File: config.mk
export PLATFORM = sky130hd
export DESIGN_NAME = jump_ctrl
export DESIGN_NICKNAME = d
export VERILOG_FILES = /design/src/rtl/jump_ctrl.sv
export SDC_FILE = /design/constraint.sdc
export NUM_CORES = 1
export LEC_CHECK = 0
export CORE_MARGIN = 3
export CORE_UTILIZATION = 50
export DETAILED_ROUTE_END_ITERATION = 10
export GPL_ROUTABILITY_DRIVEN = 1
export PLACE_DENSITY = 0.78
export SLEW_MARGIN = 20
export SYNTH_ARGS = -nofsm -noshare
export SYNTH_HDL_FRONTEND = slang
export SYNTH_SLANG_ARGS = --single-unit
File: constraint.sdc
create_clock -name clk -period 5.57 [get_ports clk]
set_input_delay 1.114 -clock clk [delete_from_list [all_inputs] [get_ports clk]]
set_output_delay 1.114 -clock clk [all_outputs]
set_load 0.02 [all_outputs]
File: src/rtl/jump_ctrl.sv
// Jump/call/return control with a circular return-address stack.
// Optional macro JUMP_CTRL_FAULT_EN: sticky fault on stack overflow/underflow.
module jump_ctrl #(
  parameter int PC_COUNT_WIDTH = 6,
  parameter int STACK_DEPTH    = 4
) (
  input  logic                             clk,
  input  logic                             reset,
  input  logic [PC_COUNT_WIDTH-1:0]        pc_count,
  input  logic                             is_jmp,
  input  logic                             is_jz,
  input  logic                             is_call,
  input  logic                             is_ret,
  input  logic [PC_COUNT_WIDTH-1:0]        target,
  input  logic                             acc_zero,
  output logic                             jump_enable,
  output logic [PC_COUNT_WIDTH-1:0]        jump_value,
  output logic [$clog2(STACK_DEPTH):0]     sp,
  output logic                             stack_empty,
  output logic                             stack_full,
  output logic                             fault
);

  localparam int PTR_W = $clog2(STACK_DEPTH);
  localparam int SP_W  = PTR_W + 1;

`ifdef JUMP_CTRL_FAULT_EN
  localparam bit FAULT_EN = 1'b1;
`else
  localparam bit FAULT_EN = 1'b0;
`endif

  localparam logic [2:0] OP_NONE = 3'd0;
  localparam logic [2:0] OP_JMP  = 3'd1;
  localparam logic [2:0] OP_JZ   = 3'd2;
  localparam logic [2:0] OP_CALL = 3'd3;
  localparam logic [2:0] OP_RET  = 3'd4;

  logic [PC_COUNT_WIDTH-1:0] stack_mem [STACK_DEPTH];
  // top_ptr is the next free slot modulo depth, so an overflowing push lands on the oldest entry.
  logic [PTR_W-1:0]          top_ptr;
  logic [SP_W-1:0]           sp_q;
  logic                      fault_q;

  logic [2:0]                op;
  logic [PC_COUNT_WIDTH-1:0] top_entry;
  logic [PC_COUNT_WIDTH-1:0] ret_addr;
  logic                      do_push;
  logic                      do_pop;
  logic                      set_fault;

  assign top_entry   = stack_mem[top_ptr - 1'b1];
  assign ret_addr    = pc_count + 1'b1;
  assign stack_empty = (sp_q == '0);
  assign stack_full  = (sp_q == SP_W'(STACK_DEPTH));
  assign sp          = sp_q;
  assign fault       = fault_q;

  always_comb begin
    // NOTE: every output of this block gets a default first, so no path can infer a latch.
    op = OP_NONE;
    if (is_ret)       op = OP_RET;
    else if (is_call) op = OP_CALL;
    else if (is_jz)   op = OP_JZ;
    else if (is_jmp)  op = OP_JMP;
  end

  always_comb begin
    jump_enable = 1'b0;
    jump_value  = '0;
    do_push     = 1'b0;
    do_pop      = 1'b0;
    set_fault   = 1'b0;
    case (op)
      OP_RET: begin
        if (!stack_empty) begin
          jump_enable = 1'b1;
          jump_value  = top_entry;
          do_pop      = 1'b1;
        end else begin
          set_fault = FAULT_EN;
        end
      end
      OP_CALL: begin
        jump_value = target;
        if (!stack_full) begin
          jump_enable = 1'b1;
          do_push     = 1'b1;
        end else if (FAULT_EN) begin
          set_fault = 1'b1;
        end else begin
          jump_enable = 1'b1;
          do_push     = 1'b1;
        end
      end
      OP_JZ: begin
        jump_enable = acc_zero;
        jump_value  = target;
      end
      OP_JMP: begin
        jump_enable = 1'b1;
        jump_value  = target;
      end
      default: ;
    endcase
    // A latched fault freezes the stack and suppresses every jump until reset.
    if (fault_q) begin
      jump_enable = 1'b0;
      do_push     = 1'b0;
      do_pop      = 1'b0;
      set_fault   = 1'b0;
    end
  end

  always_ff @(posedge clk) begin
    // NOTE: state is updated with non-blocking assignments so all registers see pre-edge values.
    if (reset) begin
      // NOTE: stack entries are explicitly cleared on reset, which costs a reset net per bit.
      for (int i = 0; i < STACK_DEPTH; i++) stack_mem[i] <= '0;
      top_ptr <= '0;
      sp_q    <= '0;
      fault_q <= 1'b0;
    end else begin
      if (do_push) begin
        stack_mem[top_ptr] <= ret_addr;
        top_ptr            <= top_ptr + 1'b1;
        if (!stack_full) sp_q <= sp_q + 1'b1;
      end else if (do_pop) begin
        top_ptr <= top_ptr - 1'b1;
        sp_q    <= sp_q - 1'b1;
      end
      if (set_fault) fault_q <= 1'b1;
    end
  end

endmodule

==> Word-level counts from Yosys, hierarchy flattened <==
Memories as Yosys holds them, arrays and structs flattened.
Cells that the tools add are included.
{ "op_classes": {"addsub": 5, "eq_ne": 6, "muxes": 23, "reduce_logical": 6} }
{ "op_table": {"columns": ["op", "n"], "rows": [
  ["two-way mux 3 bit", 4],
  ["two-way mux 6 bit", 2],
  ["case mux 6 bit (2 select lines)", 1],
  ["two-way mux 1 bit", 10],
  ["two-way mux 2 bit", 5],
  ["adder 6 x 1 -> 6 bit, second input constant", 1],
  ["== test 3 x 2 -> 1 bit, second input constant", 2],
  ["== test 3 bit, second input constant", 2],
  ["OR reduction 6 bit", 1],
  ["adder 3 x 1 -> 3 bit, second input constant", 1],
  ["== test 3 x 1 -> 1 bit, second input constant", 1],
  ["logical NOT 3 bit", 1],
  ["case mux 1 bit (3 select lines)", 1],
  ["OR reduction 3 bit", 1],
  ["subtractor 3 x 1 -> 3 bit, second input constant", 1],
  ["adder 2 x 1 -> 2 bit, second input constant", 1],
  ["inequality test 2 bit, second input constant", 1],
  ["AND reduction 2 bit", 1],
  ["nonzero test 2 bit", 1],
  ["OR reduction 2 bit", 1],
  ["subtractor 2 x 1 -> 2 bit, second input constant", 1]
]} }
{ "totals": {"reg_bits": 5, "ramBits": 24, "out_inout_bits": 13, "elab_cells": 43, "memories": 1} }
{ "memory_table": {"columns": ["memory", "words", "width", "rd", "rd_clocked_by_memory_dff", "wr", "line", "text"], "rows": [
  ["stack_mem", 4, 6, 1, 0, 4, "39", "logic [PC_COUNT_WIDTH-1:0] stack_mem [STACK_DEPTH];"]
]} }

==> Depth between registers and ports, before layout <==
Gate-level depths: netlist of run 1.
{ "logic_depth": {"word_depth": 11, "mapped_depth": 7, "mapped_depth_nobuf": 6} }

==> Worst setup path before layout of run 1 <==
No wires, ideal clock.
{ "synth_timing": {"path_type": "input port to output port", "start": "input is_ret", "end": "output jump_value[5]", "t_arrival_ns": 1.869, "setup_slack_ns": 2.587, "path_stages": 4, "path_buffers": 2, "path_cell_list": "buf_6 o31a_1 clkbuf_1 a22o_1"} }
{ "synth_between": {"elab_chain_cells": 4, "elab_cells_between_ends": 7} }
{ "synth_lines": {"columns": ["item", "line", "text"], "rows": [
  ["from (decl)", "13", "input logic is_ret,"],
  ["two-way mux 3 bit (*)", "62", "if (is_ret) op = OP_RET;"],
  ["== test 3 x 2 -> 1 bit / == test 3 x 1 -> 1 bit (equally long branches)", "74", "case (op)"],
  ["OR reduction 3 bit (no source line)", null, null],
  ["case mux 6 bit (2 select lines) (*)", "74", null],
  ["to (decl)", "17", "output logic [PC_COUNT_WIDTH-1:0] jump_value,"]
]} }
Every way passes the cells marked *; elsewhere a longest branch is shown, timed or not.

==> Worst setup path after layout of run 1 <==
Ends and elaborated chain as after synthesis.

==> reports/metrics.yaml, run 1 <==
synthesis:
  synthFlopType: "edfxtp_1"
  ys_types: 36
  syn_avg_cell_area_um2: 11.7
  ys_seq_elements: 29
  synth_edf_count: 24
  synth_top_area_share_pct: 46.8
  yosysMostFrequentCell: "edfxtp_1"
  async_reset_ff_share_pct: 0
  synthCells: 131
  yosysSeqAreaShare_pct: 53.3
  ys_warn_count: 0
  yosys-top-cells-area: "edfxtp_1, mux4_2, dfxtp_1, nor2_1, a22o_1"
  synth_top_area_cell: "edfxtp_1"
  synthTopCellsByCount: "edfxtp_1, nor2_1, nand2_1, a22o_1, mux4_2"
  syn_area_um2: 1540
  syn-num-nets: 152
power:
  power_density_nw_per_um2: 372
  leakage_nw: 0.710
  swShare_pct: 34.9
  seq_power_share_pct: 44.0
  p_sw_mw: 0.244
  p_int_mw: 0.454
  pwr-share-comb_pct: 38.4
  ir_drop_mv: 0.198
  clkPwrFrac_pct: 17.6
floorplan:
  die_w_um: 61.5
  num_rows: 19
  core_region_area_um2: 2850
  fp.dieArea_um2: 3780
  io_pins: 32
  start_util_pct: 53.9
  die_y_um: 61.5
clock_tree:
  clockBufferDepth: 2
  clock_latency_ns: 0.34
  cts_root_buf: "clkbuf_4"
  cts_inserted_buffers: 5
  cts_tree: "built"
  clk_pin_slew_ns: 0.09
  post_cts_resized: 0
  cts_hold_buf: 0
  cts_sinks: 29
  htreeDepth: 2
  post_cts_buffers: 0
sta:
  fin_tns_setup_ns: 0
  post-route-period-util_pct: 73.8
  hold_viol: 0
  setup_ws_ns: 1.46
  relSlewSlack_pct: 26.8
  fmax_mhz: 243
  rsz0062_at_grt: "false"
  drv_slew: 0
  fin_crit_ns: 4.11
  fin_worst_skew_ns: 0.00796
  setup-violations-final: 0
  tightestPinTransition_ns: 1.09
placement:
  io_buffers: 30
  place.gp.congestion: 0.845
  dp_hpwl_mm: 2.44
  dp_slack_ns: 1.45
  dp_cells: 184
layout:
  synthToLayoutAreaGrowth_pct: 22.0
  diodes: 0
  drive_gt1_share_pct: 11.2
  stdcell_count: 192
  layout.nets: 181
critical_path:
  critical_path_class: "in -> out"
  worstPathRequired_ns: 4.46
  worstSetupEndpointType: "primary output"
  startpoint_type: "primary input"
  crit_fanout: 9
  worstPathArrival_ns: 3.00
drt:
  postRouteAntennaNets: 0
  vias: 1123
  dr.pass1.iters: 4
  wl_per_cell_um: 17.2
  viasPerCell: 5.85
  finalWirelength_mm: 3.30
  drt_iter0_markers: 52
  drcViolationCount: 0
hold_path:
  hold_class: "reg -> reg"
flow_run:
  cap_violations: 0
global_route:
  met3_usage_pct: 5.87
  grt_max_degree: 14
  grt_pass1_wl_mm: 5.08
  grt_antenna_before_repair: 0
  grt_pass1_vias: 1093
  busiest_layer: "met2"
  grtUsageMet1_pct: 22.8
  use_met2_pct: 33.2
  overflow: 0
  grt_usage_pct: 19.7
status:
  status: "finished clean"
worst paths after layout:
path | start | endpoint | slack [ns] | cells after the start
max | is_ret | jump_value[5] | 1.46 | 4
min | sp[0]$_SDFFE_PP0P_ | sp[0]$_SDFFE_PP0P_ | 0.65 | 2
max reg2reg | top_ptr[0]$_SDFFE_PP0P_ | stack_mem[3][4]$_DFFE_PP_ | 3.50 | 2
min reg2reg | sp[0]$_SDFFE_PP0P_ | sp[0]$_SDFFE_PP0P_ | 0.65 | 2
power groups by stage:
stage,Clock [mW],Sequential [mW],Combinational (mW)
2_1_floorplan,0,0.302,0.175
3_3_place_gp,0,0.310,0.263
3_5_place_dp,0,0.312,0.269
4_1_cts,0.123,0.307,0.270
5_1_grt,0.133,0.314,0.290
6_report,0.123,0.307,0.268
flip-flops by register name, indices dropped and copies added (netlist names):
| name | cells |
|---|---|
| stack_mem | 24 |
| sp | 3 |
| top_ptr | 2 |
final cells by class:
class	instances	area, um2
Clock buffer	6	41.3
Timing Repair Buffer	30	300
Multi-Input combinational cell	91	654
Tap cell	31	38.8
Fill cell	255	976
Inverter	3	11.3
Clock inverter	2	10.0
Sequential cell	29	821
layout by cell type, fill, tap and decap left out, drive strengths merged, types with 2 or more instances in the layout:
cell type / n
clkinv: 2
mux2: 2
inv: 3
nor2: 22
a21oi: 5
a22o: 6
xnor2: 2
xor2: 3
o21ai: 2
clkdlybuf4s50: 30
and2: 3
nand3: 3
nor2b: 5
mux2i: 2
nor3: 4
edfxtp: 24
nand2: 9
mux4: 6
or3: 2
and3: 4
clkbuf: 6
dfxtp: 5
per-layer routing:
metal / vias up / part of all wire, %
met5: - / 0
met4: 0 / 1.5
met3: 4 / 9.4
met2: 43 / 53
met1: 546 / 36
li1: 530 / -
critical path: stages:
cell             delay (ns)
clkdlybuf4s50_1        0.65
o31a_1                 0.42
a22o_1                 0.20
clkdlybuf4s50_1        0.61
stage by stage:
step	power (mW)	hold WS, ns	util, %	area (um2)
floorplan	0.477	0.668	-	1540
global placement	0.573	0.607	64.0	1830
detailed placement	0.582	0.631	64.0	1830
CTS	0.700	0.654	65.8	1880
global route	0.737	0.711	65.8	1880
finish	0.698	0.653	65.8	1880
cell families (layout without fill, tap and decap cells):
group / Yosys count / after routing / synth area share, %
AOI/OAI and AO/OA: 19 / 19 / 9.03
xor gates and xnor gates: 5 / 5 / 2.85
adders and majority gates: 2 / 2 / 2.11
buffers and inverters: 11 / 41 / 4.15
DFF: 29 / 29 / 53.3
muxes: 10 / 10 / 11.5
other: 1 / 1 / 0.244
and+or+nand+nor: 54 / 54 / 16.7
No activity file was read; power rests on OpenSTA's default activity.
==> run 2: changes to the inputs <==
- clock period: 5.57 -> 3.85 ns (I/O delays scaled with it)
==> reports/metrics.yaml, run 2 (same netlist as run 1, synthesis figures left out) <==
status:
  status: "finished clean"  # unchanged
floorplan:
  num_rows: 19  # unchanged
  die_w_um: 61.5  # unchanged
  io_pins: 32  # unchanged
  fp.dieArea_um2: 3780  # unchanged
  core_region_area_um2: 2850  # unchanged
  die_y_um: 61.5  # unchanged
  start_util_pct: 53.9  # unchanged
layout:
  final_common_cell: "clkdlybuf4s50_1"  # unchanged
  largest_reg_flops: 24  # unchanged
  drive_gt1_share_pct: 11.7  # was 11.2%
  top_register: "stack_mem"  # unchanged
  diodes: 0  # unchanged
  layout.nets: 182  # was 181
  final_cell_mix: "clkdlybuf4s50_1, edfxtp_1, nor2_1"  # unchanged
  synthToLayoutAreaGrowth_pct: 22.4  # was 22.0%
  fin_util_pct: 66.1  # was 65.8%
drt:
  vias: 1121  # was 1123
  postRouteAntennaNets: 0  # unchanged
  wl_per_cell_um: 16.7  # was 17.2 um
  dr.pass1.iters: 4  # unchanged
  drcViolationCount: 0  # unchanged
  drt_iter0_markers: 56  # was 52
  finalWirelength_mm: 3.23  # was 3.30 mm
  viasPerCell: 5.81  # was 5.85
clock_tree:
  cts_sinks: 29  # unchanged
  post_cts_buffers: 0  # unchanged
  cts_root_buf: "clkbuf_4"  # unchanged
  clock_latency_ns: 0.32  # was 0.34 ns
  clk_pin_slew_ns: 0.10  # was 0.09 ns
  cts_tree: "built"  # unchanged
  clockBufferDepth: 2  # unchanged
  cts_hold_buf: 0  # unchanged
  post_cts_resized: 0  # unchanged
  cts_inserted_buffers: 5  # unchanged
  htreeDepth: 2  # unchanged
sta:
  holdWs_ns: 0.652  # was 0.653 ns
  relSlewSlack_pct: 58.1  # was 26.8%
  setup-violations-final: 0  # unchanged
  hold_viol: 0  # unchanged
  drv_slew: 0  # unchanged
  rsz0062_at_grt: "false"  # unchanged
  tightestPinTransition_ns: 0.628  # was 1.09 ns
  fmax_mhz: 290
  fin_worst_skew_ns: 0.0119  # was 0.00796 ns
  post-route-period-util_pct: 89.4
  fin_crit_ns: 3.44
  fin_tns_setup_ns: 0  # unchanged
critical_path:
  crit_family: "buffers and inverters"  # unchanged
  worstSetupEndpointType: "primary output"  # unchanged
  crit_fanout: 9  # unchanged
  critical_path_class: "in -> out"  # unchanged
  worst-path-buf-inv: 2  # unchanged
  worstPathRequired_ns: 3.08  # was 4.46 ns
  cpPeakStageDelay_ns: 0.65  # about the same
  startpoint_type: "primary input"  # unchanged
  crit_slowest_cell: "clkdlybuf4s50_1"  # unchanged
  worstPathArrival_ns: 2.67  # was 3.00 ns
  cp_cell_sequence: "clkdlybuf4s50_1 > o31a_1 > a22o_1 > clkdlybuf4s50_1"  # unchanged
  cp_common_cell: "clkdlybuf4s50_1"  # unchanged
global_route:
  grt_pass1_vias: 1086  # was 1093
  grt_max_degree: 14  # unchanged
  overflow: 0  # unchanged
  grt_pass1_wl_mm: 5.07  # was 5.08 mm
  grt_antenna_before_repair: 0  # unchanged
  grt_usage_pct: 19.4  # was 19.7%
flow_run:
  cap_violations: 0  # unchanged
power:
  clkPwrFrac_pct: 17.2  # was 17.6%
  pwr-share-comb_pct: 38.6  # was 38.4%
  power_density_nw_per_um2: 534  # was 372 nW/um2
  p_int_mw: 0.658  # was 0.454 mW
  swShare_pct: 34.6  # was 34.9%
  p_sw_mw: 0.348  # was 0.244 mW
  seq_power_share_pct: 44.2  # was 44.0%
  leakage_nw: 0.715  # was 0.710 nW
  ir_drop_mv: 0.289  # was 0.198 mV
placement:
  dp_hpwl_mm: 2.38  # was 2.44 mm
  io_buffers: 30  # unchanged
  place.gp.congestion: 0.840  # was 0.845
hold_path:
  hold_class: "reg -> reg"  # unchanged
==> run 2: power groups by stage <==
| stage | registers, mW | logic [mW] | clock network [mW] |
|---|---|---|---|
| after floorplan | 0.437 | 0.253 | 0 |
| after global placement | 0.449 | 0.381 | 0 |
| after detailed placement | 0.452 | 0.388 | 0 |
| after CTS | 0.445 | 0.389 | 0.178 |
| after global routing | 0.455 | 0.419 | 0.195 |
| final | 0.445 | 0.388 | 0.173 |
==> run 2: final cells by class <==
cell class | count | area (um2)
fillers | 242 | 968
flip-flops and latches | 29 | 821
multi-input cells | 91 | 654
repair buffers | 31 | 308
clock buffers | 6 | 41.3
well taps | 31 | 38.8
inverters | 3 | 11.3
clock inverters | 2 | 10.0
==> run 2: final timing paths <==
| path | start | end | slack, ns | depth (start not counted) |
|---|---|---|---|---|
| setup / recovery | is_ret | jump_value[5] | 0.41 | 4 |
| hold / removal | sp[0]$_SDFFE_PP0P_ | sp[0]$_SDFFE_PP0P_ | 0.65 | 2 |
| setup reg to reg | top_ptr[0]$_SDFFE_PP0P_ | stack_mem[1][4]$_SDFFCE_PN0P_ | 2.05 | 3 |
| hold reg to reg | sp[0]$_SDFFE_PP0P_ | sp[0]$_SDFFE_PP0P_ | 0.65 | 2 |
==> run 2: worst reg2reg max path: cells and delay by family, from the launching register on <==
kind          cells  cell delay, ns
simple gates      3            0.74
flops             1            0.73
==> run 2: routing by layer <==
metal	global-route usage (%)	wire length, um
met1	24.2	1350
met2	31.2	1610
met3	5.87	214
met4	8.18	64
met5	0	0
==> run 2: stage by stage <==
stage | area [um2] | setup WS (ns) | instances | total power [mW]
after detailed placement | 1830 | 0.414 | 185 | 0.839
after floorplan | 1540 | 1.42 | 131 | 0.690
final | 1880 | 0.407 | 193 | 1.01
after global routing | 1880 | 0.326 | 193 | 1.07
after CTS | 1880 | 0.413 | 193 | 1.01
after global placement | 1830 | 0.456 | 185 | 0.830
